### config.mk
export PLATFORM = sky130hd
export DESIGN_NAME = controller_sequencer
export DESIGN_NICKNAME = d
export VERILOG_FILES = /design/src/rtl/controller_sequencer.sv
export SDC_FILE = /design/constraint.sdc
export NUM_CORES = 1
export LEC_CHECK = 0
export ABC_AREA = 1
export CORE_AREA = 4 4 41 43
export CTS_CLUSTER_SIZE = 10
export DETAILED_ROUTE_END_ITERATION = 8
export DIE_AREA = 0 0 45 47
export GPL_TIMING_DRIVEN = 0
export SYNTH_ARGS = -nofsm -noshare
export SYNTH_HDL_FRONTEND = slang
export SYNTH_SLANG_ARGS = --single-unit
export TNS_END_PERCENT = 10
### constraint.sdc
create_clock -name CLOCK -period 2.7 [get_ports CLOCK]
set_clock_uncertainty 0.05 [all_clocks]
set_input_delay 0.54 -clock CLOCK [delete_from_list [all_inputs] [get_ports CLOCK]]
set_output_delay 0.54 -clock CLOCK [all_outputs]
set_load 0.1 [all_outputs]
### src/rtl/controller_sequencer.sv
// SAP control unit: six-state ring counter (T1..T6) with a halt state and an
// opcode decoder that drives the active-low bus load/enable strobes.
module controller_sequencer (
    input  logic       CLOCK,
    input  logic       RESET,
    input  logic [3:0] OPCODE,
    output logic       INC_PC,
    output logic       _EN_PC_OUT,
    output logic       _EN_MAR_IN,
    output logic       _EN_RAM_OUT,
    output logic       _EN_IR_IN,
    output logic       _EN_IR_OUT,
    output logic       _EN_ACC_IN,
    output logic       _EN_ACC_OUT,
    output logic       _EN_B_IN,
    output logic       _EN_ULA_OUT,
    output logic       SUB,
    output logic       _EN_OUT_IN,
    output logic       HALT,
    output logic [5:0] T_STATE
);

    localparam logic [3:0] OP_LDA = 4'h0;
    localparam logic [3:0] OP_ADD = 4'h1;
    localparam logic [3:0] OP_SUB = 4'h2;
    localparam logic [3:0] OP_OUT = 4'hE;
    localparam logic [3:0] OP_HLT = 4'hF;

    typedef enum logic [2:0] {
        S_T1     = 3'd0,
        S_T2     = 3'd1,
        S_T3     = 3'd2,
        S_T4     = 3'd3,
        S_T5     = 3'd4,
        S_T6     = 3'd5,
        S_HALTED = 3'd6
    } state_t;

    state_t state;
    state_t state_nxt;

    // State register; reset restarts the ring from any state, including HALTED.
    always_ff @(posedge CLOCK) begin
        if (RESET) begin
            state <= S_T1;
        end else begin
            state <= state_nxt;
        end
    end

    // Next-state and control-word decode; the control word is forced inactive while RESET is high.
    always_comb begin
        state_nxt   = state;
        INC_PC      = 1'b0;
        _EN_PC_OUT  = 1'b1;
        _EN_MAR_IN  = 1'b1;
        _EN_RAM_OUT = 1'b1;
        _EN_IR_IN   = 1'b1;
        _EN_IR_OUT  = 1'b1;
        _EN_ACC_IN  = 1'b1;
        _EN_ACC_OUT = 1'b1;
        _EN_B_IN    = 1'b1;
        _EN_ULA_OUT = 1'b1;
        SUB         = 1'b0;
        _EN_OUT_IN  = 1'b1;
        HALT        = 1'b0;
        T_STATE     = 6'b000000;

        case (state)
            S_T1: begin
                state_nxt = S_T2;
                T_STATE   = 6'b000001;
                if (!RESET) begin
                    _EN_PC_OUT = 1'b0;
                    _EN_MAR_IN = 1'b0;
                end
            end
            S_T2: begin
                state_nxt = S_T3;
                T_STATE   = 6'b000010;
                if (!RESET) begin
                    INC_PC = 1'b1;
                end
            end
            S_T3: begin
                state_nxt = S_T4;
                T_STATE   = 6'b000100;
                if (!RESET) begin
                    _EN_RAM_OUT = 1'b0;
                    _EN_IR_IN   = 1'b0;
                end
            end
            S_T4: begin
                state_nxt = (OPCODE == OP_HLT) ? S_HALTED : S_T5;
                T_STATE   = 6'b001000;
                if (!RESET) begin
                    case (OPCODE)
                        OP_LDA, OP_ADD, OP_SUB: begin
                            _EN_IR_OUT = 1'b0;
                            _EN_MAR_IN = 1'b0;
                        end
                        OP_OUT: begin
                            _EN_ACC_OUT = 1'b0;
                            _EN_OUT_IN  = 1'b0;
                        end
                        default: ;
                    endcase
                end
            end
            S_T5: begin
                state_nxt = S_T6;
                T_STATE   = 6'b010000;
                if (!RESET) begin
                    case (OPCODE)
                        OP_LDA: begin
                            _EN_RAM_OUT = 1'b0;
                            _EN_ACC_IN  = 1'b0;
                        end
                        OP_ADD, OP_SUB: begin
                            _EN_RAM_OUT = 1'b0;
                            _EN_B_IN    = 1'b0;
                            SUB         = (OPCODE == OP_SUB);
                        end
                        default: ;
                    endcase
                end
            end
            S_T6: begin
                state_nxt = S_T1;
                T_STATE   = 6'b100000;
                if (!RESET) begin
                    if (OPCODE == OP_ADD || OPCODE == OP_SUB) begin
                        _EN_ULA_OUT = 1'b0;
                        _EN_ACC_IN  = 1'b0;
                        SUB         = (OPCODE == OP_SUB);
                    end
                end
            end
            S_HALTED: begin
                state_nxt = S_HALTED;
                HALT      = 1'b1;
            end
            default: begin
                state_nxt = S_T1;
            end
        endcase
    end

endmodule

### Yosys cells after proc, flatten, opt, wreduce, memory -nomap -nowiden

Index checks and enable logic that the tools add are counted.
W data, S select, Z words.

| word-level totals | value |
|---|---|
| latch bits | 0 |
| memory bits (writable) | 0 |
| register bits after elaboration | 3 |
| logic and storage cells | 47 |
| bits in read-only memories | 0 |
| output and inout port bits | 19 |
| memories kept | 0 |

| cells by class | value |
|---|---|
| multipliers | 0 |
| $add $sub $neg | 0 |
| div/mod/pow operators | 0 |
| bitwise gates (word level) | 0 |
| equal/unequal tests | 10 |
| magnitude comparators | 0 |
| reductions and logical operators | 5 |
| shift operators | 0 |
| multiplexer cells | 31 |

Operators with widths:

| cell | number |
|---|---|
| $pmux W6 S6 | 1 |
| $mux W1 | 24 |
| $pmux W3 S6 | 1 |
| $eq A3 B3 Y1 const B | 3 |
| $eq A4 B4 Y1 const B | 2 |
| $pmux W1 S2 | 4 |
| $eq A3 B2 Y1 const B | 2 |
| $eq A4 B1 Y1 const B | 1 |
| $eq A4 B2 Y1 const B | 1 |
| $logic_not A4 Y1 | 1 |
| $eq A3 B1 Y1 const B | 1 |
| $logic_not A3 Y1 | 1 |
| $reduce_or A3 Y1 | 1 |
| $mux W2 | 1 |
| $reduce_or A2 Y1 | 1 |
| $logic_or A1 B1 Y1 | 1 |

### Longest topological paths before layout

Gate-level depths: netlist (run 1).

| logic depth | value |
|---|---|
| depth after elaboration | 5 |
| mapped depth | 6 |
| depth with buffers taken out | 6 |

### Least setup slack after synthesis (run 1)

No wires, ideal clock.

| timing | value |
|---|---|
| path type | register -> output |
| start | reg state[0] |
| end | out _EN_RAM_OUT |
| path slack | -472 ps |
| path buffers | 0 |
| required time | 2110 ps |
| arrival time | 2582 ps |
| cell stages (with the launch flop) | 5 |
| cell sequence | dfxtp_1 > inv_1 > nand3_1 > inv_1 > a21oi_1 |

| on the way | value |
|---|---|
| word-level cells in the longest chain between the ends | 2 |

RTL lines:

| item | RTL line | text |
|---|---|---|
| start: declaration | 39 | `state_t state;` |
| start signal: assignment | 47 | `state <= state_nxt;` |
| $eq A3 B3 Y1 or $eq A3 B2 Y1 (tied branches) | 69 | `case (state)` |
| $pmux W1 S2 * | 69 |  |
| end: declaration | 10 | `output logic _EN_RAM_OUT,` |

Mark *: on every way between the ends. The rest lies on a longest branch, timed or not.

### Worst setup path after layout (run 1)

| timing | value |
|---|---|
| start | in RESET |
| end | out _EN_MAR_IN |

| on the way | value |
|---|---|
| word-level cells in the longest chain between the ends | 2 |

RTL lines:

| item | RTL line | text |
|---|---|---|
| start: declaration | 5 | `input logic RESET,` |
| $mux W1, on equally long branches | n/a |  |
| $pmux W1 S2 * | 69 |  |
| end: declaration | 9 | `output logic _EN_MAR_IN,` |

Marked as above.

==> results_dict.tcl, run 1 <==
set metrics [dict create \
    drive_gt1_share_pct 23.1 \
    finish.cell_count_without_fillers 106 \
    reg.largest.list "state (3)" \
    post_synth_fa_ha_maj_area_fraction_pct 0 \
    largest_register "state" \
    hold_path.class "reg -> reg" \
    cp_max_fo 7 \
    antenna_cells_inserted 0 \
    worst_hold_path.num_cells 2 \
    placementRows 13 \
    synthesis.area_per_instance_um2 5.14 \
    synth.lib_cells_used.distinct 11 \
    synth_compound_area_share_pct 8.49 \
    total_negative_setup_slacks_ns 0 \
    number_of_nets_with_antenna_violations_after_routing 0 \
    place.detailed.hpwl_um 783 \
    number_of_global_route_vias_before_repair 425 \
    synth-simple-area-share_pct 49.8 \
    critical_path.endpoint_type "output port" \
    io_pins 25 \
    final_hold_viol_count 0 \
    max_clock_freq_mhz 379 \
    worst-setup-path-type "in -> out" \
    grt_start_max_net_pins 8 \
    synthMuxAreaShare_pct 0 \
    outcome "completed" \
    gpl.final_weighted_congestion 0.819 \
    syn_inst 63 \
    grt_overflow 0 \
    drv.max_cap_violation_count 0 \
    fin_crit_sh_pct 97.6 \
    crit_arrival_ns 2.05 \
    share_comb_of_total_power_pct 53.7 \
    chip_height_um 47 \
    power.clock.fraction_pct 27.8 \
    cts.reportedPaths.clkPinSlew_ns 0.03 \
    route.final.wire_length_um 973 \
    route.vias.total 449 \
    power.ir.vdd_worst_uv 245 \
    switching_share_pct 51.8 \
    number_of_clock_sinks 3 \
    fp.dieW_um 45 \
    power_frac_seq_pct 18.5 \
    drt_pass1_iterations 3 \
    detail_route.iter0.violations 6 \
    synth_xor_xnor_area_share_pct 0 \
    synthesis.yosys.warnings 0 \
    filler_cell_count 148 \
    drcViolationCount 0 \
    startpoint_type "input port" \
    fp.dieArea_mm2 0.00212 \
    layout.core_utilization_pct 46.0 \
    cts_h_tree_lvls 1 \
    initial_core_util_pct 24.9 \
    grt_first_pass_wirelength_mm 1.64 \
    timing.critical_path.required_ns 2.11 \
    finalSetupViolCount 0 \
    routed_via_density 4.24 \
    design_power_total_w 0.000278 \
    maxSlewHeadroom_pct 35.5 \
    io_buffer_count 24 \
    clk_root_buffer_cell "sky130_fd_sc_hd__clkbuf_4" \
    global_route.usage.total_pct 10.3 \
    rsz0062_at_grt "no" \
    period_minus_slack_ns 2.64 \
    main_combinational_cell_family_by_area_after_synthesis "simple AND/OR/NAND/NOR gates" \
    num-nets-final 98 \
    r2r.worst_path.cells 5 \
    final_common_cell "sky130_fd_sc_hd__inv_1" \
    worst_slew_pin_slew_ns 0.966 \
    power.net_switching_w 0.000144 \
    seq_area_frac_synth_pct 18.5 \
    synth.cell_area_um2 324 \
    cts.path.max_buffers 2 \
    core_mm2 0.00130 \
    p_int_w 0.000134 \
    antenna_violations_before_repair 0 \
    layout.cells.most_common_list "17 x sky130_fd_sc_hd__inv_1, 15 x sky130_fd_sc_hd__nand2_1, 10 x sky130_fd_sc_hd__nor2_1" \
    timing.final.max_slew_violations 0 \
    routedWlPerCell_um 9.18 \
    number_of_buffers_inserted_during_clock_tree_synthesis 3 \
    p_per_area_mw_per_mm2 465 \
    postSynthRegisterBits 3 \
    leakagePower_nw 0.408 \
    finalHoldWorstSlack_ns 0.577 \
    worst_skew_pair.late_latency_ns 0.23 \
    numPlacedInstances 102 \
    largest_register_ff_count 3 \
    areaGrowthSynthToFinish_pct 84.6 \
    cts_hold_fix_bufs 0 \
    cts_tree "done" \
    synth_nets 69 \
]
-- repair_timing --
action	in CTS	in global routing
setup buffers	0	0
resized for setup	42	18
endpoints found under the setup margin	13	13
endpoints found under the hold margin	0	0
-- metal layers --
layer  track usage, %  vias up  part of all wire (%)
met2             15.3       13                    47
li1                 -      242                     -
met5                0        -                     0
met4             5.26        0                     0
met1             14.0      194                    45
met3             2.30        0                   8.0
-- worst max-delay path, cell delays in order --
cell and delay [ns]:
sky130_fd_sc_hd__clkdlybuf4s50_1 0.63, sky130_fd_sc_hd__nor2_1 0.11, sky130_fd_sc_hd__nand2_1 0.14, sky130_fd_sc_hd__nor2_2 0.08
sky130_fd_sc_hd__a21oi_1 0.11, sky130_fd_sc_hd__buf_2 0.44
-- cells by family after synthesis --
family | Yosys count
AOI/OAI and AO/OA | 5
buffers and inverters | 19
DFF | 3
and+or+nand+nor | 36
-- area by class of cell --
class	instances	area (um2)	area share [%]
buffer	1	7.51	1.26
clock buffer	4	26.3	4.39
inverter	18	67.6	11.3
multi-input combinational	41	195	32.6
sequential	3	60.1	10.0
tap	15	18.8	3.14
timing repair buffer	24	223	37.2
-- cell usage after synthesis (all sizes together) --
cell type	n	share of area (%)
nor3b	1	3.9
inv	18	21
nor2	12	16
o211ai	1	2.3
a21oi	4	6.2
nand2	15	17
buf	1	2.3
nand3	8	12
dfxtp	3	19
-- metrics by stage --
| stage | worst slack, ns | instance area (um2) |
|---|---|---|
| final | 0.0639 | 598 |
| after global routing | 0.0111 | 598 |
| after CTS | -0.115 | 596 |
| after detailed placement | -0.659 | 587 |
| after global placement | -0.641 | 587 |
| after floorplan | -0.326 | 328 |
-- final timing paths --
check             startpoint    endpoint  slack [ns]
hold / removal      state[2]    state[2]        0.58
setup reg to reg    state[2]    state[1]        1.67
hold reg to reg     state[2]    state[2]        0.58
setup / recovery       RESET  _EN_MAR_IN        0.06
-- power groups by stage --
stage	Sequential (W)	Combinational (W)	Clock [W]
floorplan	0.0000512	0.000117	0
global placement	0.0000520	0.000154	0
detailed placement	0.0000519	0.000154	0
CTS	0.0000513	0.000152	0.0000824
global route	0.0000522	0.000157	0.0000858
finish	0.0000515	0.000149	0.0000772
Note: power is estimated with default switching activity, not from simulation.
==> inputs of run 2 (changes only) <==
--- a/config.mk
+++ b/config.mk
@@ -6,11 +6,13 @@
 export NUM_CORES = 1
 export LEC_CHECK = 0
 export ABC_AREA = 1
+export CAP_MARGIN = 30
 export CORE_AREA = 4 4 41 43
 export CTS_CLUSTER_SIZE = 10
 export DETAILED_ROUTE_END_ITERATION = 8
 export DIE_AREA = 0 0 45 47
 export GPL_TIMING_DRIVEN = 0
+export SLEW_MARGIN = 20
 export SYNTH_ARGS = -nofsm -noshare
 export SYNTH_HDL_FRONTEND = slang
 export SYNTH_SLANG_ARGS = --single-unit
==> constraint.sdc (replaced) <==
create_clock -name CLOCK -period 2.2 [get_ports CLOCK]
set_clock_uncertainty 0.05 [all_clocks]
set_input_delay 0.44 -clock CLOCK [delete_from_list [all_inputs] [get_ports CLOCK]]
set_output_delay 0.44 -clock CLOCK [all_outputs]
set_load 0.1 [all_outputs]
==> results_dict.tcl, run 2 (same netlist as run 1, synthesis figures left out) <==
set metrics [dict create \
    gpl.final_weighted_congestion 0.799 \
    reg.largest.list "state (3)" \
    chip_height_um 47 \
    path_buf_inv 4 \
    setup_ws_ns 0.103 \
    num-nets-final 98 \
    timing.final.max_slew_violations 0 \
    fin_crit_sh_pct 95.3 \
    power.ir.vdd_worst_uv 244 \
    rsz0062_at_grt "yes" \
    cts.path.max_buffers 2 \
    place.detailed.hpwl_um 790 \
    startpoint_type "input port" \
    drcViolationCount 0 \
    dpl_worst_slack_ns -0.926 \
    hold_path.class "reg -> reg" \
    largest_register "state" \
    p_int_w 0.000166 \
    drt_pass1_iterations 4 \
    cts_h_tree_lvls 1 \
    number_of_buffers_inserted_during_clock_tree_synthesis 3 \
    finish.cell_count_without_fillers 106 \
    final_common_cell "sky130_fd_sc_hd__inv_1" \
    finalHoldWorstSlack_ns 0.566 \
    p_per_area_mw_per_mm2 563 \
    clk_root_buffer_cell "sky130_fd_sc_hd__clkbuf_4" \
    post_dp_cell_area_um2 596 \
    cp_slowest_cell "sky130_fd_sc_hd__clkdlybuf4s50_1" \
    max_clock_freq_mhz 477 \
    worstPathCellList "clkdlybuf4s50_1 > nor2_1 > nand2_1 > inv_1 > nand2_1 > inv_1 > nand2_1 > buf_4" \
    finalSetupViolCount 0 \
    core_mm2 0.00130 \
    io_buffer_count 24 \
    drive_gt1_share_pct 33.0 \
    number_of_global_route_vias_before_repair 391 \
    design_area_um2 618 \
    route.vias.total 452 \
    grt_overflow 0 \
    crit_path_max_incr_delay_ns 0.48 \
    placementRows 13 \
    switching_share_pct 52.2 \
    power_frac_seq_pct 18.1 \
    numPlacedInstances 102 \
    cts.reportedPaths.clkPinSlew_ns 0.04 \
    io_pins 25 \
    detail_route.iter0.violations 9 \
    route.final.wire_length_um 965 \
    maxSlewHeadroom_pct 63.3 \
    crit_path_frequent_cell "sky130_fd_sc_hd__nand2_1" \
    share_comb_of_total_power_pct 53.3 \
    power.clock.fraction_pct 28.6 \
    antenna_violations_before_repair 0 \
    cts_tree "done" \
    layout.cells.most_common_list "17 x sky130_fd_sc_hd__inv_1, 15 x sky130_fd_sc_hd__nand2_1, 10 x sky130_fd_sc_hd__nor2_1, 10 x sky130_fd_sc_hd__clkdlybuf4s15_2" \
    largest_register_ff_count 3 \
    cts_hold_fix_bufs 0 \
    worst_slew_pin_slew_ns 0.553 \
    worst-setup-path-type "in -> out" \
    global_route.usage.total_pct 10.2 \
    fp.dieW_um 45 \
    number_of_nets_with_antenna_violations_after_routing 0 \
    fp.dieArea_mm2 0.00212 \
    grt_start_max_net_pins 8 \
    crit_arrival_ns 1.61 \
    critical_path.endpoint_type "output port" \
    routed_via_density 4.26 \
    worst_skew_pair.late_latency_ns 0.24 \
    grt_first_pass_wirelength_mm 1.53 \
    leakagePower_nw 0.318 \
    timing.critical_path.required_ns 1.71 \
    period_minus_slack_ns 2.10 \
    final_hold_viol_count 0 \
    cp_max_fo 3 \
    drv.max_cap_violation_count 0 \
    routedWlPerCell_um 9.10 \
    antenna_cells_inserted 0 \
    initial_core_util_pct 24.9 \
    number_of_clock_sinks 3 \
    critical-path-top-delay-family "buffers and inverters" \
    outcome "completed" \
    areaGrowthSynthToFinish_pct 90.7 \
    power.net_switching_w 0.000182 \
    layout.core_utilization_pct 47.5 \
]
run 2: power by group through the flow:
stage,clock network [W],registers [W],logic (W)
2_1_floorplan,0,0.0000629,0.000145
6_report,0.0000996,0.0000628,0.000186
5_1_grt,0.000106,0.0000633,0.000196
4_1_cts,0.000105,0.0000628,0.000186
3_5_place_dp,0,0.0000637,0.000191
3_3_place_gp,0,0.0000637,0.000190
run 2: cell type report:
type                       count  area (um2)
buffer                         1        7.51
multi-input combinational     41         204
timing repair buffer          24         234
inverter                      18        67.6
tap                           15        18.8
sequential                     3        60.1
clock buffer                   4        26.3
fill                         146         683
run 2: what timing repair did:
item,CTS,global route
hold endpoints to repair,0,0
endpoints found under the setup margin,19,3
resized for setup,83,2
setup buffers,0,0
run 2: worst paths after layout:
kind / start / to / slack, ns / depth (start not counted)
worst max-delay path: OPCODE[2] / _EN_B_IN / 0.10 / 8
worst min-delay path: state[1] / state[1] / 0.57 / 4
worst max register to register: state[2] / state[1] / 1.19 / 5
worst min register to register: state[1] / state[1] / 0.57 / 4
run 2: metal layers:
layer	up-vias	share of wire [%]	GRT usage, %
met5	-	0	0
met4	0	2.1	8.77
met3	2	8.1	1.15
met2	15	48	16.1
met1	191	42	12.3
li1	244	-	-
run 2: per-stage QoR:
stage	power [W]	setup TNS, ns
6_report	0.000348	0
5_1_grt	0.000366	-0.00158
4_1_cts	0.000354	0
3_5_place_dp	0.000254	-10.24
3_3_place_gp	0.000254	-10.27
2_1_floorplan	0.000208	-1.77
run 2: worst register-to-register path, delay by kind of cell, from the launching register on:
| family | cells | cell delay (ns) |
|---|---|---|
| buffers and inverters | 2 | 0.15 |
| and+or+nand+nor | 2 | 0.20 |
| DFF | 1 | 0.44 |
| AOI/OAI and AO/OA | 1 | 0.05 |
==> inputs of run 3 (changes only) <==
--- a/config.mk
+++ b/config.mk
@@ -12,6 +12,7 @@
 export DETAILED_ROUTE_END_ITERATION = 8
 export DIE_AREA = 0 0 45 47
 export GPL_TIMING_DRIVEN = 0
+export SKIP_CTS_REPAIR_TIMING = 1
 export SLEW_MARGIN = 20
 export SYNTH_ARGS = -nofsm -noshare
 export SYNTH_HDL_FRONTEND = slang
==> constraint.sdc (replaced) <==
create_clock -name CLOCK -period 2.5 [get_ports CLOCK]
set_clock_uncertainty 0.05 [all_clocks]
set_input_delay 0.5 -clock CLOCK [delete_from_list [all_inputs] [get_ports CLOCK]]
set_output_delay 0.5 -clock CLOCK [all_outputs]
set_load 0.1 [all_outputs]
==> results_dict.tcl, run 3 (same netlist as run 1, synthesis figures left out) <==
set metrics [dict create \
    cts_tree "done" \
    layout.cells.most_common_list "17 x sky130_fd_sc_hd__inv_1, 15 x sky130_fd_sc_hd__nand2_1, 10 x sky130_fd_sc_hd__nor2_1" \
    fin_crit_sh_pct 97.0 \
    leakagePower_nw 0.420 \
    number_of_nets_with_antenna_violations_after_routing 0 \
    final_common_cell "sky130_fd_sc_hd__inv_1" \
    routedWlPerCell_um 9.50 \
    drive_gt1_share_pct 25.3 \
    reg.largest.list "state (3)" \
    number_of_buffers_inserted_during_clock_tree_synthesis 3 \
    core_mm2 0.00130 \
    switching_share_pct 52.4 \
    io_buffer_count 24 \
    p_int_w 0.000146 \
    timing.final.max_slew_violations 0 \
    largest_register_ff_count 3 \
    total_negative_setup_slacks_ns 0 \
    power.ir.vdd_worst_uv 228 \
    detail_route.iter0.violations 6 \
    number_of_clock_sinks 3 \
    drt_pass1_iterations 4 \
    chip_height_um 47 \
    cts.path.max_buffers 2 \
    drcViolationCount 0 \
    p_per_area_mw_per_mm2 508 \
    worst_skew_pair.late_latency_ns 0.24 \
    max_clock_freq_mhz 412 \
    num-nets-final 98 \
    dpl_worst_slack_ns -0.746 \
    finalHoldWorstSlack_ns 0.567 \
    number_of_global_route_vias_before_repair 386 \
    hold_path.class "reg -> reg" \
    placementRows 13 \
    worst_slew_pin_slew_ns 0.984 \
    initial_core_util_pct 24.9 \
    multiInputGateArea_um2 204 \
    startpoint_type "input port" \
    grt_start_max_net_pins 8 \
    period_minus_slack_ns 2.42 \
    setup_ws_ns 0.0756 \
    fp.dieW_um 45 \
    global_route.usage.total_pct 9.72 \
    place.detailed.hpwl_um 790 \
    io_pins 25 \
    power_frac_seq_pct 18.1 \
    worst-setup-path-type "in -> out" \
    route.vias.total 459 \
    gpl.final_weighted_congestion 0.799 \
    post_dp_cell_area_um2 596 \
    layout.core_utilization_pct 46.3 \
    design_area_um2 602 \
    finalSetupViolCount 0 \
    power.net_switching_w 0.000160 \
    grt_overflow 0 \
    timing.critical_path.required_ns 1.95 \
    cts.reportedPaths.clkPinSlew_ns 0.04 \
    cp_max_fo 7 \
    antenna_violations_before_repair 0 \
    antenna_cells_inserted 0 \
    filler_cell_count 153 \
    maxSlewHeadroom_pct 34.3 \
    final-seq-area_um2 60.1 \
    crit_arrival_ns 1.87 \
    final_hold_viol_count 0 \
    rsz0062_at_grt "no" \
    clk_root_buffer_cell "sky130_fd_sc_hd__clkbuf_4" \
    route.final.wire_length_mm 1.01 \
    outcome "completed" \
    areaGrowthSynthToFinish_pct 85.7 \
    cts_h_tree_lvls 1 \
    routed_via_density 4.33 \
    grt_first_pass_wirelength_mm 1.46 \
    drv.max_cap_violation_count 0 \
    power.clock.fraction_pct 28.7 \
    fp.dieArea_mm2 0.00212 \
    largest_register "state" \
    critical_path.endpoint_type "output port" \
    share_comb_of_total_power_pct 53.1 \
]
==> run 3: cell types whose count changed in the layout (fill, tap and decap cells not counted), moves of 2 or more <==
cell                              before  now
sky130_fd_sc_hd__buf_6                 2    0
sky130_fd_sc_hd__dlymetal6s2s_1        0    7
sky130_fd_sc_hd__clkbuf_2              0    4
sky130_fd_sc_hd__clkdlybuf4s15_2      10    0
==> run 3: worst max-delay path, stage by stage <==
cell	delay [ns]
sky130_fd_sc_hd__clkdlybuf4s50_1	0.61
sky130_fd_sc_hd__nor2_1	0.10
sky130_fd_sc_hd__nand2_1	0.13
sky130_fd_sc_hd__inv_1	0.05
sky130_fd_sc_hd__nand2_1	0.07
sky130_fd_sc_hd__nand2_1	0.05
sky130_fd_sc_hd__nand3_1	0.06
sky130_fd_sc_hd__buf_4	0.29
==> run 3: metrics by stage <==
| stage | std cells | total power (W) |
|---|---|---|
| final | 106 | 0.000306 |
| after global routing | 106 | 0.000321 |
| after CTS | 106 | 0.000315 |
| after detailed placement | 102 | 0.000224 |
| after global placement | 102 | 0.000223 |
| after floorplan | 63 | 0.000183 |
==> run 3: area by class of cell <==
class	count	area share [%]
sequential	3	9.98
tap	15	3.12
buffer	1	1.25
multi-input combinational	41	33.9
timing repair buffer	24	36.2
clock buffer	4	4.37
inverter	18	11.2
==> run 3: path summary, 6_finish.rpt <==
check / startpoint / end / slack [ns] / cells past startpoint
worst min register to register: state[1] / state[1] / 0.57 / 4
worst min-delay path: state[1] / state[1] / 0.57 / 4
worst max register to register: state[2] / state[1] / 1.48 / 5
worst max-delay path: RESET / _EN_ACC_IN / 0.08 / 8
==> run 3: power by group through the flow <==
stage	Clock (W)	Sequential [W]	Combinational, W
4_1_cts	0.0000920	0.0000553	0.000168
6_report	0.0000879	0.0000554	0.000163
3_5_place_dp	0	0.0000560	0.000168
3_3_place_gp	0	0.0000560	0.000167
2_1_floorplan	0	0.0000553	0.000128
5_1_grt	0.0000936	0.0000557	0.000172
==> run 3: layer usage <==
| metal | vias up | track usage [%] | wire [um] |
|---|---|---|---|
| met5 | - | 0 | 0 |
| met4 | 0 | 8.77 | 20 |
| met3 | 2 | 1.15 | 71 |
| met2 | 15 | 15.5 | 489 |
| met1 | 201 | 11.4 | 426 |
| li1 | 241 | - | - |
